===== src/rtl/stat_pkg.sv =====
// Shared types and default widths for the windowed statistics counter.
package stat_pkg;

    localparam int unsigned DefCountW = 32;
    localparam int unsigned DefIncW   = 4;
    localparam int unsigned DefWinW   = 16;

    typedef logic [DefCountW-1:0] stat_count_t;

    typedef enum logic [1:0] {
        IDLE,
        RUN,
        PAUSE,
        CLEAR
    } stat_state_e;

endpackage


===== src/rtl/stat_window_counter_if.sv =====
// Event-tap / statistics bundle. master = the counter, slave = the side driving taps
// and consuming snapshots.
interface stat_window_counter_if
    import stat_pkg::*;
#(
    parameter int unsigned COUNT_W = DefCountW,
    parameter int unsigned INC_W   = DefIncW,
    parameter int unsigned WIN_W   = DefWinW
);
    logic               enable;
    logic               event_valid;
    logic [INC_W-1:0]   event_inc;
    logic [WIN_W-1:0]   window_len;
    logic               clear_req;
    logic               clear_ack;
    logic               stat_valid;
    logic               stat_reset;
    logic [COUNT_W-1:0] stat_count;
    logic               stat_overflow;

    modport master (
        input  enable, event_valid, event_inc, window_len, clear_req,
        output clear_ack, stat_valid, stat_reset, stat_count, stat_overflow
    );

    modport slave (
        output enable, event_valid, event_inc, window_len, clear_req,
        input  clear_ack, stat_valid, stat_reset, stat_count, stat_overflow
    );

endinterface


===== src/rtl/stat_window_timer.sv =====
// Window down-counter: load max(len,1)-1, decrement while running, flag terminal at zero.
module stat_window_timer #(
    parameter int unsigned WIN_W = 16
) (
    input  logic             clk_i,
    input  logic             rst_i,
    input  logic             load_i,
    input  logic             run_i,
    input  logic [WIN_W-1:0] len_i,
    output logic             terminal_o
);

    logic [WIN_W-1:0] timer_q;

    always_ff @(posedge clk_i or posedge rst_i) begin
        if (rst_i) begin
            timer_q <= '0;
        end else if (load_i) begin
            timer_q <= (len_i == '0) ? '0 : len_i - WIN_W'(1);
        end else if (run_i && (timer_q != '0)) begin
            timer_q <= timer_q - WIN_W'(1);
        end
    end

    assign terminal_o = (timer_q == '0);

endmodule


===== src/rtl/stat_window_counter.sv =====
// Windowed event accumulator emitting one-cycle snapshot and clear strobes.
// Build option: STAT_WINDOW_SATURATE_EN makes the accumulator saturate instead of wrap.
module stat_window_counter
    import stat_pkg::*;
#(
    parameter int unsigned COUNT_W = DefCountW,
    parameter int unsigned INC_W   = DefIncW,
    parameter int unsigned WIN_W   = DefWinW
) (
    input  logic                   clk,
    input  logic                   reset,
    stat_window_counter_if.master  stat_io
);

    stat_state_e        state_q;
    logic               clr_req_q;
    logic [COUNT_W-1:0] acc_q;
    logic               ovf_q;
    logic               stat_valid_q;
    logic               stat_reset_q;
    logic [COUNT_W-1:0] stat_count_q;
    logic               stat_overflow_q;

    logic               clr_edge;
    logic               active;
    logic               terminal;
    logic               tmr_load;
    logic [COUNT_W-1:0] inc_ext;
    logic [COUNT_W:0]   sum;
    logic               carry;
    logic [COUNT_W-1:0] acc_add;

    always_comb begin
        clr_edge = stat_io.clear_req & ~clr_req_q;
        // PAUSE with enable high resumes the window in the same cycle.
        active   = stat_io.enable & ((state_q == RUN) | (state_q == PAUSE));
        inc_ext  = stat_io.event_valid ? COUNT_W'(stat_io.event_inc) : '0;
        sum      = {1'b0, acc_q} + {1'b0, inc_ext};
        carry    = sum[COUNT_W];
`ifdef STAT_WINDOW_SATURATE_EN
        acc_add  = carry ? '1 : sum[COUNT_W-1:0];
`else
        acc_add  = sum[COUNT_W-1:0];
`endif
        tmr_load = ~clr_edge & ((state_q == CLEAR) |
                                ((state_q == IDLE) & stat_io.enable) |
                                (active & terminal));
    end

    stat_window_timer #(
        .WIN_W (WIN_W)
    ) u_timer (
        .clk_i      (clk),
        .rst_i      (reset),
        .load_i     (tmr_load),
        .run_i      (active & ~clr_edge),
        .len_i      (stat_io.window_len),
        .terminal_o (terminal)
    );

    always_ff @(posedge clk or posedge reset) begin
        if (reset) begin
            state_q         <= IDLE;
            clr_req_q       <= 1'b0;
            acc_q           <= '0;
            ovf_q           <= 1'b0;
            stat_valid_q    <= 1'b0;
            stat_reset_q    <= 1'b0;
            stat_count_q    <= '0;
            stat_overflow_q <= 1'b0;
        end else begin
            clr_req_q    <= stat_io.clear_req;
            stat_valid_q <= 1'b0;
            stat_reset_q <= 1'b0;
            if (clr_edge) begin
                // A clear beats everything, including a terminal cycle's snapshot.
                state_q         <= CLEAR;
                acc_q           <= '0;
                ovf_q           <= 1'b0;
                stat_reset_q    <= 1'b1;
                stat_count_q    <= '0;
                stat_overflow_q <= 1'b0;
            end else begin
                unique case (state_q)
                    IDLE: begin
                        if (stat_io.enable) begin
                            state_q <= RUN;
                        end
                    end
                    RUN, PAUSE: begin
                        if (active) begin
                            state_q <= RUN;
                            if (terminal) begin
                                stat_valid_q    <= 1'b1;
                                stat_count_q    <= acc_add;
                                stat_overflow_q <= ovf_q | carry;
                                acc_q           <= '0;
                                ovf_q           <= 1'b0;
                            end else begin
                                acc_q <= acc_add;
                                ovf_q <= ovf_q | carry;
                            end
                        end else begin
                            state_q <= PAUSE;
                        end
                    end
                    CLEAR: begin
                        state_q <= stat_io.enable ? RUN : IDLE;
                    end
                    default: begin
                        state_q <= IDLE;
                    end
                endcase
            end
        end
    end

    assign stat_io.stat_valid    = stat_valid_q;
    assign stat_io.stat_reset    = stat_reset_q;
    assign stat_io.clear_ack     = stat_reset_q;
    assign stat_io.stat_count    = stat_count_q;
    assign stat_io.stat_overflow = stat_overflow_q;

endmodule


===== src/flat_wrapper.sv =====
// flat-port wrapper written by rule: the top's interface ports become plain ports
module stat_window_counter_flat import stat_pkg::*;
#(
    parameter int unsigned COUNT_W = DefCountW,
    parameter int unsigned INC_W   = DefIncW,
    parameter int unsigned WIN_W   = DefWinW
)
  (clk, reset, stat_io_enable, stat_io_event_valid, stat_io_event_inc, stat_io_window_len, stat_io_clear_req, stat_io_clear_ack, stat_io_stat_valid, stat_io_stat_reset, stat_io_stat_count, stat_io_stat_overflow);
  stat_window_counter_if #(.COUNT_W(COUNT_W), .INC_W(INC_W), .WIN_W(WIN_W)) stat_io_i ();
  input  logic clk;
  input  logic reset;
  input wire logic [$bits(stat_io_i.enable)-1:0] stat_io_enable;
  input wire logic [$bits(stat_io_i.event_valid)-1:0] stat_io_event_valid;
  input wire logic [$bits(stat_io_i.event_inc)-1:0] stat_io_event_inc;
  input wire logic [$bits(stat_io_i.window_len)-1:0] stat_io_window_len;
  input wire logic [$bits(stat_io_i.clear_req)-1:0] stat_io_clear_req;
  output wire logic [$bits(stat_io_i.clear_ack)-1:0] stat_io_clear_ack;
  output wire logic [$bits(stat_io_i.stat_valid)-1:0] stat_io_stat_valid;
  output wire logic [$bits(stat_io_i.stat_reset)-1:0] stat_io_stat_reset;
  output wire logic [$bits(stat_io_i.stat_count)-1:0] stat_io_stat_count;
  output wire logic [$bits(stat_io_i.stat_overflow)-1:0] stat_io_stat_overflow;
  assign stat_io_i.enable = stat_io_enable;
  assign stat_io_i.event_valid = stat_io_event_valid;
  assign stat_io_i.event_inc = stat_io_event_inc;
  assign stat_io_i.window_len = stat_io_window_len;
  assign stat_io_i.clear_req = stat_io_clear_req;
  assign stat_io_clear_ack = stat_io_i.clear_ack;
  assign stat_io_stat_valid = stat_io_i.stat_valid;
  assign stat_io_stat_reset = stat_io_i.stat_reset;
  assign stat_io_stat_count = stat_io_i.stat_count;
  assign stat_io_stat_overflow = stat_io_i.stat_overflow;
  stat_window_counter #(.COUNT_W(COUNT_W), .INC_W(INC_W), .WIN_W(WIN_W)) u_core (.clk(clk), .reset(reset), .stat_io(stat_io_i));
endmodule

===== config.mk =====
export PLATFORM = sky130hd
export DESIGN_NAME = stat_window_counter_flat
export DESIGN_NICKNAME = d
export VERILOG_FILES = /design/src/rtl/stat_pkg.sv /design/src/rtl/stat_window_counter_if.sv /design/src/rtl/stat_window_timer.sv /design/src/rtl/stat_window_counter.sv /design/src/flat_wrapper.sv
export SDC_FILE = /design/constraint.sdc
export NUM_CORES = 1
export LEC_CHECK = 0
export BUFFER_PORTS_ARGS = -buffer_cell sky130_fd_sc_hd__buf_2
export CAP_MARGIN = 20
export CORE_MARGIN = 8
export CORE_UTILIZATION = 35
export DETAILED_ROUTE_END_ITERATION = 16
export SETUP_SLACK_MARGIN = 0.02
export SLEW_MARGIN = 20
export SYNTH_ARGS = -nofsm -noshare
export SYNTH_HDL_FRONTEND = slang
export SYNTH_SLANG_ARGS = --single-unit

===== constraint.sdc =====
create_clock -name clk -period 3.49 [get_ports clk]
set_input_delay 0.349 -clock clk [delete_from_list [all_inputs] [get_ports clk]]
set_output_delay 0.349 -clock clk [all_outputs]
set_load 0.02 [all_outputs]

; ---- Word-level counts from Yosys, hierarchy flattened
; Cells that the tools add are included.
[totals]
ff_bits = 87
inputBits = 25
out_inout_bits = 36
wordCells = 70
[classes]
n_addsub = 3
n_eq_ne = 4
n_mux = 30
bitwise = 12
n_reduce_logical = 12
[ops]
columns = op, n
row1 = 32-bit two-way mux, 8
row2 = 16-bit two-way mux, 3
row3 = 32-bit by 32-bit adder with 33-bit output, 1
row4 = 16-bit zero test, 2
row5 = 16-bit by 1-bit subtractor with 16-bit output (second input constant), 2
row6 = 16-bit nonzero test, 1
row7 = 1-bit two-way mux, 14
row8 = 2-bit nonzero test, 4
row9 = 1-bit bitwise AND, 6
row10 = 2-bit two-way mux, 3
row11 = 2-bit one-hot mux with 3 select lines, 1
row12 = 2-bit equality test (second input constant), 2
row13 = 4-bit two-way mux, 1
row14 = 1-bit OR, 4
row15 = 3-bit by 2-bit inequality test with 1-bit output (second input constant), 1
row16 = 3-bit AND reduction, 1
row17 = 2-bit by 1-bit equality test with 1-bit output (second input constant), 1
row18 = 2-bit zero test, 1
row19 = 1-bit inverter, 2
row20 = 2-bit AND reduction, 1
row21 = 2-bit OR reduction, 1
row22 = 1-bit logical AND, 1

; ---- Depth between registers and ports, before layout
; Gate-level depths: netlist (run 1).
[logic_depth]
ltp_word = 7
depth_mapped = 11
ltp_nobuf = 10

; ---- Modules after synthesis
; Synthesis (run 1) repeated with hierarchy kept, for this count alone.
[hier_totals]
cells_unflattened = 553
hier_area_um2 = 5054.8
[by_module_without_submodules]
columns = module, instances, cells_per_inst, area_each_um2, seq_area_each_um2
row1 = stat_window_counter, 1, 418, 3791.1, 1776.7
row2 = stat_window_timer, 1, 135, 1263.7, 400.4

; ---- Worst setup path before layout (run 1)
; OpenSTA, ideal clock, no wires.
[synth_timing]
path_type = input to register
from = in stat_io_event_inc[0]
to = reg u_core.stat_count_q[30], in the netlist u_core.stat_io.stat_count[30]
setup_time_ns = 0.133
t_arrival_ns = 2.228
required_ns = 3.357
path_slack_ns = 1.129
stages = 11
n_path_buf = 1
path_cell_list = and2_1 -> ha_1 -> inv_1 -> fa_1 -> nor2b_1 -> o21ai_2 -> and2_1 -> buf_2 -> nor4_1 -> xnor2_1 -> a21oi_2
[synth_via]
elab_chain_cells = 6
[synth_lines]
columns = item, line
row1 = from (decl), flat_wrapper.sv:14  ; input wire logic [$bits(stat_io_i.event_inc)-1:0] stat_io_event_inc;
row2 = 4-bit two-way mux, stat_window_counter.sv:37  ; inc_ext = stat_io.event_valid ? COUNT_W'(stat_io.event_inc) : '0;
row3 = 32-bit by 32-bit adder with 33-bit output, stat_window_counter.sv:38  ; sum = {1'b0, acc_q} + {1'b0, inc_ext};
row4 = 32-bit two-way mux, stat_window_counter.sv:93  ; if (terminal) begin
row5 = 32-bit two-way mux, stat_window_counter.sv:91  ; if (active) begin
row6 = 32-bit two-way mux, stat_window_counter.sv:84  ; unique case (state_q)
row7 = 32-bit two-way mux, stat_window_counter.sv:75  ; if (clr_edge) begin
row8 = to (signal assigned), stat_window_counter.sv:69  ; stat_count_q <= '0;
row9 = to (signal assigned), stat_window_counter.sv:81  ; stat_count_q <= '0;
row10 = to (signal assigned), stat_window_counter.sv:95  ; stat_count_q <= acc_add;
row11 = to (decl), stat_window_counter.sv:21  ; logic [COUNT_W-1:0] stat_count_q;
; No other way between the ends. The select of a mux whose other input is x is not followed.
; A chain may end at the register's enable or synchronous reset.

; ---- Worst setup path after layout (run 1)
[layout_timing]
from = reg u_core.u_timer.timer_q[0]
to = reg u_core.stat_overflow_q, in the netlist u_core.stat_io.stat_overflow
[layout_via]
elab_chain_cells = 3
[layout_lines]
columns = item, line
row1 = from (decl), stat_window_timer.sv:13  ; logic [WIN_W-1:0] timer_q;
row2 = from (signal assigned), stat_window_timer.sv:19  ; timer_q <= (len_i == '0) ? '0 : len_i - WIN_W'(1);
row3 = from (signal assigned), stat_window_timer.sv:21  ; timer_q <= timer_q - WIN_W'(1);
row4 = 16-bit zero test, stat_window_timer.sv:25  ; assign terminal_o = (timer_q == '0);
row5 = 2-bit nonzero test (no line), n/a
row6 = 3-bit AND reduction (no line), n/a
row7 = to (signal assigned), stat_window_counter.sv:96  ; stat_overflow_q <= ovf_q | carry;
row8 = to (decl), stat_window_counter.sv:22  ; logic stat_overflow_q;
; No other way between the ends.

==> reports/results.txt, run 1 <==
In this run, distinct cell masters in the synthesized netlist total 64. Summed over all layers, the routed wires come to 13.6 mm. Summed over all layers, the global routing overflow is 0.

Setup slack on the worst reg-to-reg path comes out at 950 ps. For this run, the detailed router's first-pass iteration total came to 4. Once the clock tree was built, the setup fixing pass inserted 0 buffers. Once detail routing completed, the nets flagged for antenna violations numbered 0. The fraction of layout instances using a drive strength above 1 came out at 0.177. By area the synthesized netlist is led by dfrtp_1, a21oi_1, o21ai_0. For the worst setup path, the data arrival time is 2760 ps.

The DRC violations left is 0. Entering global routing, the biggest net connects 47 pins. Summing internal, switching and leakage power gives 3.33 mW. The portion of the clock cycle consumed by the worst path in the final layout is 0.727, and the mapped cell area is 5220 um^2. The area of the core was 14500 um^2. The headroom to the max-slew limit is 0.491, and the total of cells resized after clock tree synthesis is 0. After floorplanning, the core was divided into 44 placement rows. The path class of the tightest hold or removal check is in -> async. The tools report the instance area at placement as 5700 um^2. The wire length of the first global-routing pass came out at 23.0 mm. Cell type contributing the most total cell area after synthesis: dfrtp_1. The run finished with clean final reports. Clock tree synthesis found a total of 87 sinks.

The run gives 282 as the DRC marker count from the first detailed-route iteration. The starting density of the core came out at 0.359. The run gives 19100 um^2 as the floorplan die area.

Setup violations remaining at the end of the flow were counted as 0. The total of buffers placed on input and output ports came out at 60. Counting instances in the post-synthesis netlist gives the leading cell types as dfrtp_1, nand2_1, a21oi_1. The TritonCTS buffer count was 9.

For the number of top-level design ports, the log shows 61. Relative to the synthesized area, the layout overhead comes to 15.2%. STA classifies the critical path startpoint as a flip-flop.

The tools report the warning count from the yosys run as 0. The average instance area after synthesis is 8.99 um^2. The worst path in the final design needs a cycle of 2540 ps, including I/O delays and setup. Hold repair after CTS inserted 0 buffers. The aggregate global-route resource usage was 0.144.

In this run the deepest clock path goes through 2 buffers. The run gives 0.841 as the last weighted congestion value of the routability-driven placer. The power density over the cells is 554 nW/um^2, and the synthesized net count is 618.

0 antenna diodes ended up in the layout. The number of slew-limit violations in the final report was 0; the die width was 138 um. The height of the chip works out to 138 um.

For this run, the leading register cell type out of synthesis is dfrtp_1. Clock-pin slew was measured on the worst setup and hold paths at 60 ps. At the worst endpoint, the required time is 3720 ps. Number of antenna violations at the first check in global routing: 0.

In this run the worst path has a maximum fanout of 10. The hold violation count in the final report was 0. IR analysis of the VDD net gives a maximum drop of 0.286 mV.

For the maximum operating frequency, the log shows 394 MHz. The layout filler cell count is 1466. The share of synthesized registers carrying an async set or reset came out at 1.00. Setup repair after global routing left no endpoint under its margin. Area fraction of the dominant cell type after synthesis: 0.417.

Using the TritonRoute via totals, the vias-per-cell ratio works out to 5.38. The tools report the post-route setup TNS as 0 ps. The detailed-placement wirelength estimate is 9.87 mm. The tools report the count of vias placed by the detailed router as 4429. TritonCTS built the clock tree. The synthesized design contains 87 register bits.

dfrtp_1 is the most common cell in the netlist. For the share of the yosys chip area belonging to registers, the log shows 0.417. Summed over all cells, the static leakage comes to 2.55 nW. The via count of the first global-routing pass is 4468.

The max-capacitance violation count was 0. Level count of the clock H-tree: 3. Type of destination of the critical path: a flip-flop.

The share of the core filled with cells came out at 0.414. The area of all placed cells without fillers came out at 6010 um^2. Count of mapped cells out of synthesis: 581. By startpoint and endpoint, the worst setup path is classified as reg -> reg. At the later pin of the worst-skew pair, clock insertion delay measures 340 ps. The clock skew after layout is 5.58 ps. The layout net count was 672; the transition time at the pin with the least slew margin was 763 ps.

Yosys mapped a number of flops with a built-in enable equal to 0. Dividing the detail-routed wire length by the instance count gives 16.5 um. The tree is rooted in a clkbuf_16.
## layout by cell type (no fill, tap or decap), drive strengths merged, types with 17 or more instances in the layout
| cell | synthesis | routed |
|---|---|---|
| a211oi | 18 | 18 |
| a21oi | 56 | 56 |
| buf | 16 | 70 |
| dfrtp | 87 | 87 |
| inv | 18 | 17 |
| nand2 | 56 | 56 |
| nand3 | 19 | 19 |
| nor2 | 57 | 57 |
| nor3 | 21 | 21 |
| o21ai | 61 | 61 |
| xnor2 | 28 | 28 |
| xor2 | 20 | 20 |
## cells by family (layout without fill, tap and decap cells)
group | Yosys count | in the layout | synth area share
compound gates | 172 | 172 | 0.198
xor+xnor | 48 | 48 | 0.0805
fa+ha+maj | 12 | 12 | 0.0302
buf+inv | 45 | 104 | 0.0400
flops | 87 | 87 | 0.417
mux | 2 | 2 | 0.00407
simple gates | 215 | 215 | 0.230
## layout make-up
type	count	area [um^2]	area share
Multi-Input combinational cell	449	2840	0.472
Clock inverter	6	85.1	0.0141
Tap cell	184	230	0.0383
Clock buffer	10	229	0.0381
Timing Repair Buffer	70	388	0.0645
Sequential cell	87	2180	0.362
Inverter	18	68.8	0.0114
## critical path, cell delays in order, from the launching register on
cell and delay (ps):
dfrtp_1 410, inv_1 120, ha_1 180, nor4b_4 300
and4_1 600, nand2_1 370, a311oi_1 340, nor2_1 80
## worst paths after layout
check	from	endpoint	cells past startpoint
worst max-delay path	u_core.u_timer.timer_q[0]	u_core.stat_io.stat_overflow	7
worst min-delay path	reset	u_core.stat_io.stat_count[2]	2
worst max register to register	u_core.u_timer.timer_q[0]	u_core.stat_io.stat_overflow	7
worst min register to register	u_core.ovf_q	u_core.ovf_q	2
max in group asynchronous	reset	u_core.stat_io.stat_count[25]	3
min in group clk	stat_io_clear_req	u_core.clr_req_q	1
## per-stage QoR
| step | std cells | worst slack [ps] | hold WS [ps] |
|---|---|---|---|
| finish | 824 | 953 | 115 |
| global route | 824 | 781 | 132 |
| CTS | 824 | 939 | 119 |
| detailed placement | 808 | 833 | 477 |
| global placement | 808 | 921 | 477 |
| floorplan | 581 | 891 | 380 |
## registers in the layout, indices dropped and copies added, names as in the netlist
name                          cells
u_core.acc_q                     32
u_core.stat_io.stat_count        32
u_core.u_timer.timer_q           16
u_core.state_q                    2
u_core.clr_req_q                  1
u_core.ovf_q                      1
u_core.stat_io.clear_ack          1
u_core.stat_io.stat_overflow      1
u_core.stat_io.stat_valid         1
## metal layers
| metal | part of all wire | GRT usage | vias to the layer above | wire (um) |
|---|---|---|---|---|
| li1 | - | - | 2184 | - |
| met1 | 0.45 | 0.177 | 2143 | 6100 |
| met2 | 0.50 | 0.245 | 88 | 6730 |
| met3 | 0.042 | 0.0291 | 14 | 565 |
| met4 | 0.014 | 0.0481 | 0 | 189 |
| met5 | 0 | 0 | - | 0 |
## power breakdown
group	internal, mW	switching (mW)	total [mW]
Sequential	1.14	0.164	1.30
Combinational	0.373	0.636	1.01
Clock	0.624	0.396	1.02
Note: power is estimated with default switching activity, not from simulation.
==> run 2: changes to the inputs <==
==> constraint.sdc (replaced) <==
create_clock -name clk -period 2.6 [get_ports clk]
set_input_delay 0.26 -clock clk [delete_from_list [all_inputs] [get_ports clk]]
set_output_delay 0.26 -clock clk [all_outputs]
set_load 0.02 [all_outputs]
==> run 2 against run 1 <==
Sequential cell count stayed put. Final cell count is 1.1% higher. Sequential share of layout area is 0.28 points lower. Combinational power is 40% higher. Critical endpoint is now u_core.acc_q[26]. Non-clock buffer count is 9 higher. Critical path depth is 2 higher. Register-to-register slack worse by 760 ps. Design area is 0.77% higher. Count of clock-buffer cells in the layout is 3 higher.
==> reports/results.txt, run 2 (synthesized netlist as in run 1, its figures left out) <==
The layout net count was 681 (was 672); the portion of the clock cycle consumed by the worst path in the final layout was 0.927 (was 0.727). Number of clock sinks seen by CTS: 87 (unchanged). The total of cells resized after clock tree synthesis was 0 (unchanged). The max-capacitance violation count is 0 (unchanged), and the starting density of the core is 0.359 (unchanged). The tools report the worst hold margin as 13.0 ps (was 115 ps). The logs give 0 (unchanged) for the global-route congestion overflow total and 4588 (was 4468) for the via count of the first global-routing pass. The die width came out at 138 um (unchanged). The required time of the worst setup path is 2830 ps (was 3720 ps).

The most common cell after layout, fill and taps aside was dfrtp_1 (unchanged). The run gives 0 (unchanged) as the DRC violations left. The run gives 0.513 (was 0.491) as the headroom to the max-slew limit.

The run finished with clean final reports. The run gives 0 (unchanged) as the final setup violation count. The startpoint type of the worst setup path was a flip-flop (unchanged).

The area of all placed cells without fillers was 6060 um^2 (was 6010 um^2); the number of buffers on the longest clock path was 2 (unchanged). The logs give 0 ps (unchanged) for the post-route setup TNS and 3 (unchanged) for the level count of the clock H-tree. Setup repair after global routing left no endpoint under its margin. The run gives 5 (was 4) as the iteration count of the initial detailed-routing pass. Number of antenna violations at the first check in global routing: 0 (unchanged).

The detailed-route wire length was 13.7 mm (was 13.6 mm). Worst hold path class: in -> async (unchanged). The instance area at placement was 5750 um^2 (was 5700 um^2); the post-CTS repair timing setup buffer count was 0 (unchanged). The number of hold buffers added after CTS came out at 0 (unchanged). The highest-delay cell along the critical path is fa_1 (was and4_1). The share of the core filled with cells was 0.417 (was 0.414); the largest driver fanout on the critical path was 10 (unchanged). The type of destination of the critical path was a flip-flop (unchanged). Ordered list of cells on the worst path: ha_1 -> inv_1 -> fa_1 -> nor2b_1 -> o21ai_2 -> a21o_1 -> nor3_2 -> o21ai_0 -> a21o_1 (was inv_1 -> ha_1 -> nor4b_4 -> and4_1 -> nand2_1 -> a311oi_1 -> nor2_1).

The root buffer cell is clkbuf_16 (unchanged). The hold violation count in the final report came out at 0 (unchanged). The run gives 61 (unchanged) as the number of top-level design ports. The height of the chip is 138 um (unchanged). Clock skew after layout: 12.7 ps (was 5.58 ps). The wire length per cell was 16.4 um (was 16.5 um). The count of vias placed by the detailed router came out at 4542 (was 4429).

The tools report the critical path arrival as 2640 ps (was 2760 ps). The total of buffers placed on input and output ports was 60 (unchanged). The cell that appears most often on the critical path is a21o_1. Power density over the cells: 737 nW/um^2 (was 554 nW/um^2). The last weighted congestion value of the routability-driven placer is 0.822 (was 0.841).

Post-synthesis to final-layout area growth: 16.1% (was 15.2%). The type of the setup path with the least slack was reg -> reg (unchanged). The DRC marker count from the first detailed-route iteration is 318 (was 282). The shortest period the worst path allows works out to 2410 ps (was 2540 ps).

The final total power is 4.47 mW (was 3.33 mW), and the aggregate global-route resource usage is 0.145 (was 0.144). The transition time at the pin with the least slew margin works out to 729 ps (was 763 ps). TritonCTS built the clock tree.

Leading cell types in the layout, fill and taps excluded: dfrtp_1, buf_2, nand2_1 (unchanged). The number of slew-limit violations in the final report is 0 (unchanged), and the site row count is 44 (unchanged). The floorplan die area was 19100 um^2 (unchanged); the largest stage delay on the critical path was 410 ps (was 600 ps). The tools report the worst-case vdd ir drop as 0.322 mV (was 0.286 mV). The fraction of layout instances using a drive strength above 1 came out at 0.185 (was 0.177). The static leakage power came out at 2.59 nW (was 2.55 nW).

The average vias per placed instance is 5.45 (was 5.38). For the detailed-placement wirelength estimate, the log shows 9.96 mm (was 9.87 mm). The wire length of the first global-routing pass was 23.2 mm (was 23.0 mm); the maximum operating frequency was 415 MHz (was 394 MHz). The maximum number of pins on one net before global-route repair was 40 (was 47). For the TritonCTS buffer count, the log shows 9 (unchanged). The run gives 350 ps (was 340 ps) as the latest clock arrival within the worst-skew pair. The area of the core is 14500 um^2 (unchanged). The number of inserted diodes was 0 (unchanged); the clock-pin slew reported for the worst setup and hold paths after clock tree synthesis was 60 ps (about the same). The number of antenna-violating nets in the routed design came out at 0 (unchanged).
## run 2: per-stage QoR
stage / cells / worst slack, ps
5_1_grt: 833 / 30.5
2_1_floorplan: 581 / 89.8
6_report: 833 / 189
3_3_place_gp: 815 / 139
3_5_place_dp: 815 / 73.4
4_1_cts: 831 / 183
## run 2: cell type report
| class | count | area [um^2] |
|---|---|---|
| Sequential cell | 87 | 2180 |
| Clock inverter | 3 | 42.5 |
| Clock buffer | 13 | 250 |
| Tap cell | 184 | 230 |
| Inverter | 18 | 68.8 |
| Timing Repair Buffer | 79 | 455 |
| Multi-Input combinational cell | 449 | 2840 |
| Fill cell | 1473 | 8470 |
## run 2: path summary, 6_finish.rpt
path                                   startpoint                           end  slack, ps  cells after the start
worst min register to register       u_core.ovf_q                  u_core.ovf_q        510                      2
worst max register to register    u_core.acc_q[0]              u_core.acc_q[26]        190                      9
max in group asynchronous                   reset    u_core.u_timer.timer_q[11]       1890                      3
worst max-delay path              u_core.acc_q[0]              u_core.acc_q[26]        190                      9
worst min-delay path                        reset  u_core.stat_io.stat_count[0]         10                      2
min in group clk                stat_io_clear_req              u_core.clr_req_q         40                      1
## run 2: per-layer routing
metal | up-vias | part of all wire | global-route usage
met5 | - | 0 | 0
met3 | 16 | 0.048 | 0.0301
met4 | 0 | 0.017 | 0.0521
li1 | 2208 | - | -
met1 | 2200 | 0.45 | 0.180
met2 | 118 | 0.49 | 0.242
## run 2: power breakdown
group          leakage [nW]  switching (mW)  internal, mW
clock                 0.140           0.534         0.771
combinational          1.28           0.878         0.530
sequential             1.16           0.227          1.53
total                  2.59            1.64          2.83
## run 2: worst max-delay path, delay by kind of cell, from the launching register on
kind | cells | cell delay, ps
flops | 1 | 350
buf+inv | 1 | 70
simple gates | 2 | 450
compound gates | 4 | 820
fa+ha+maj | 2 | 610
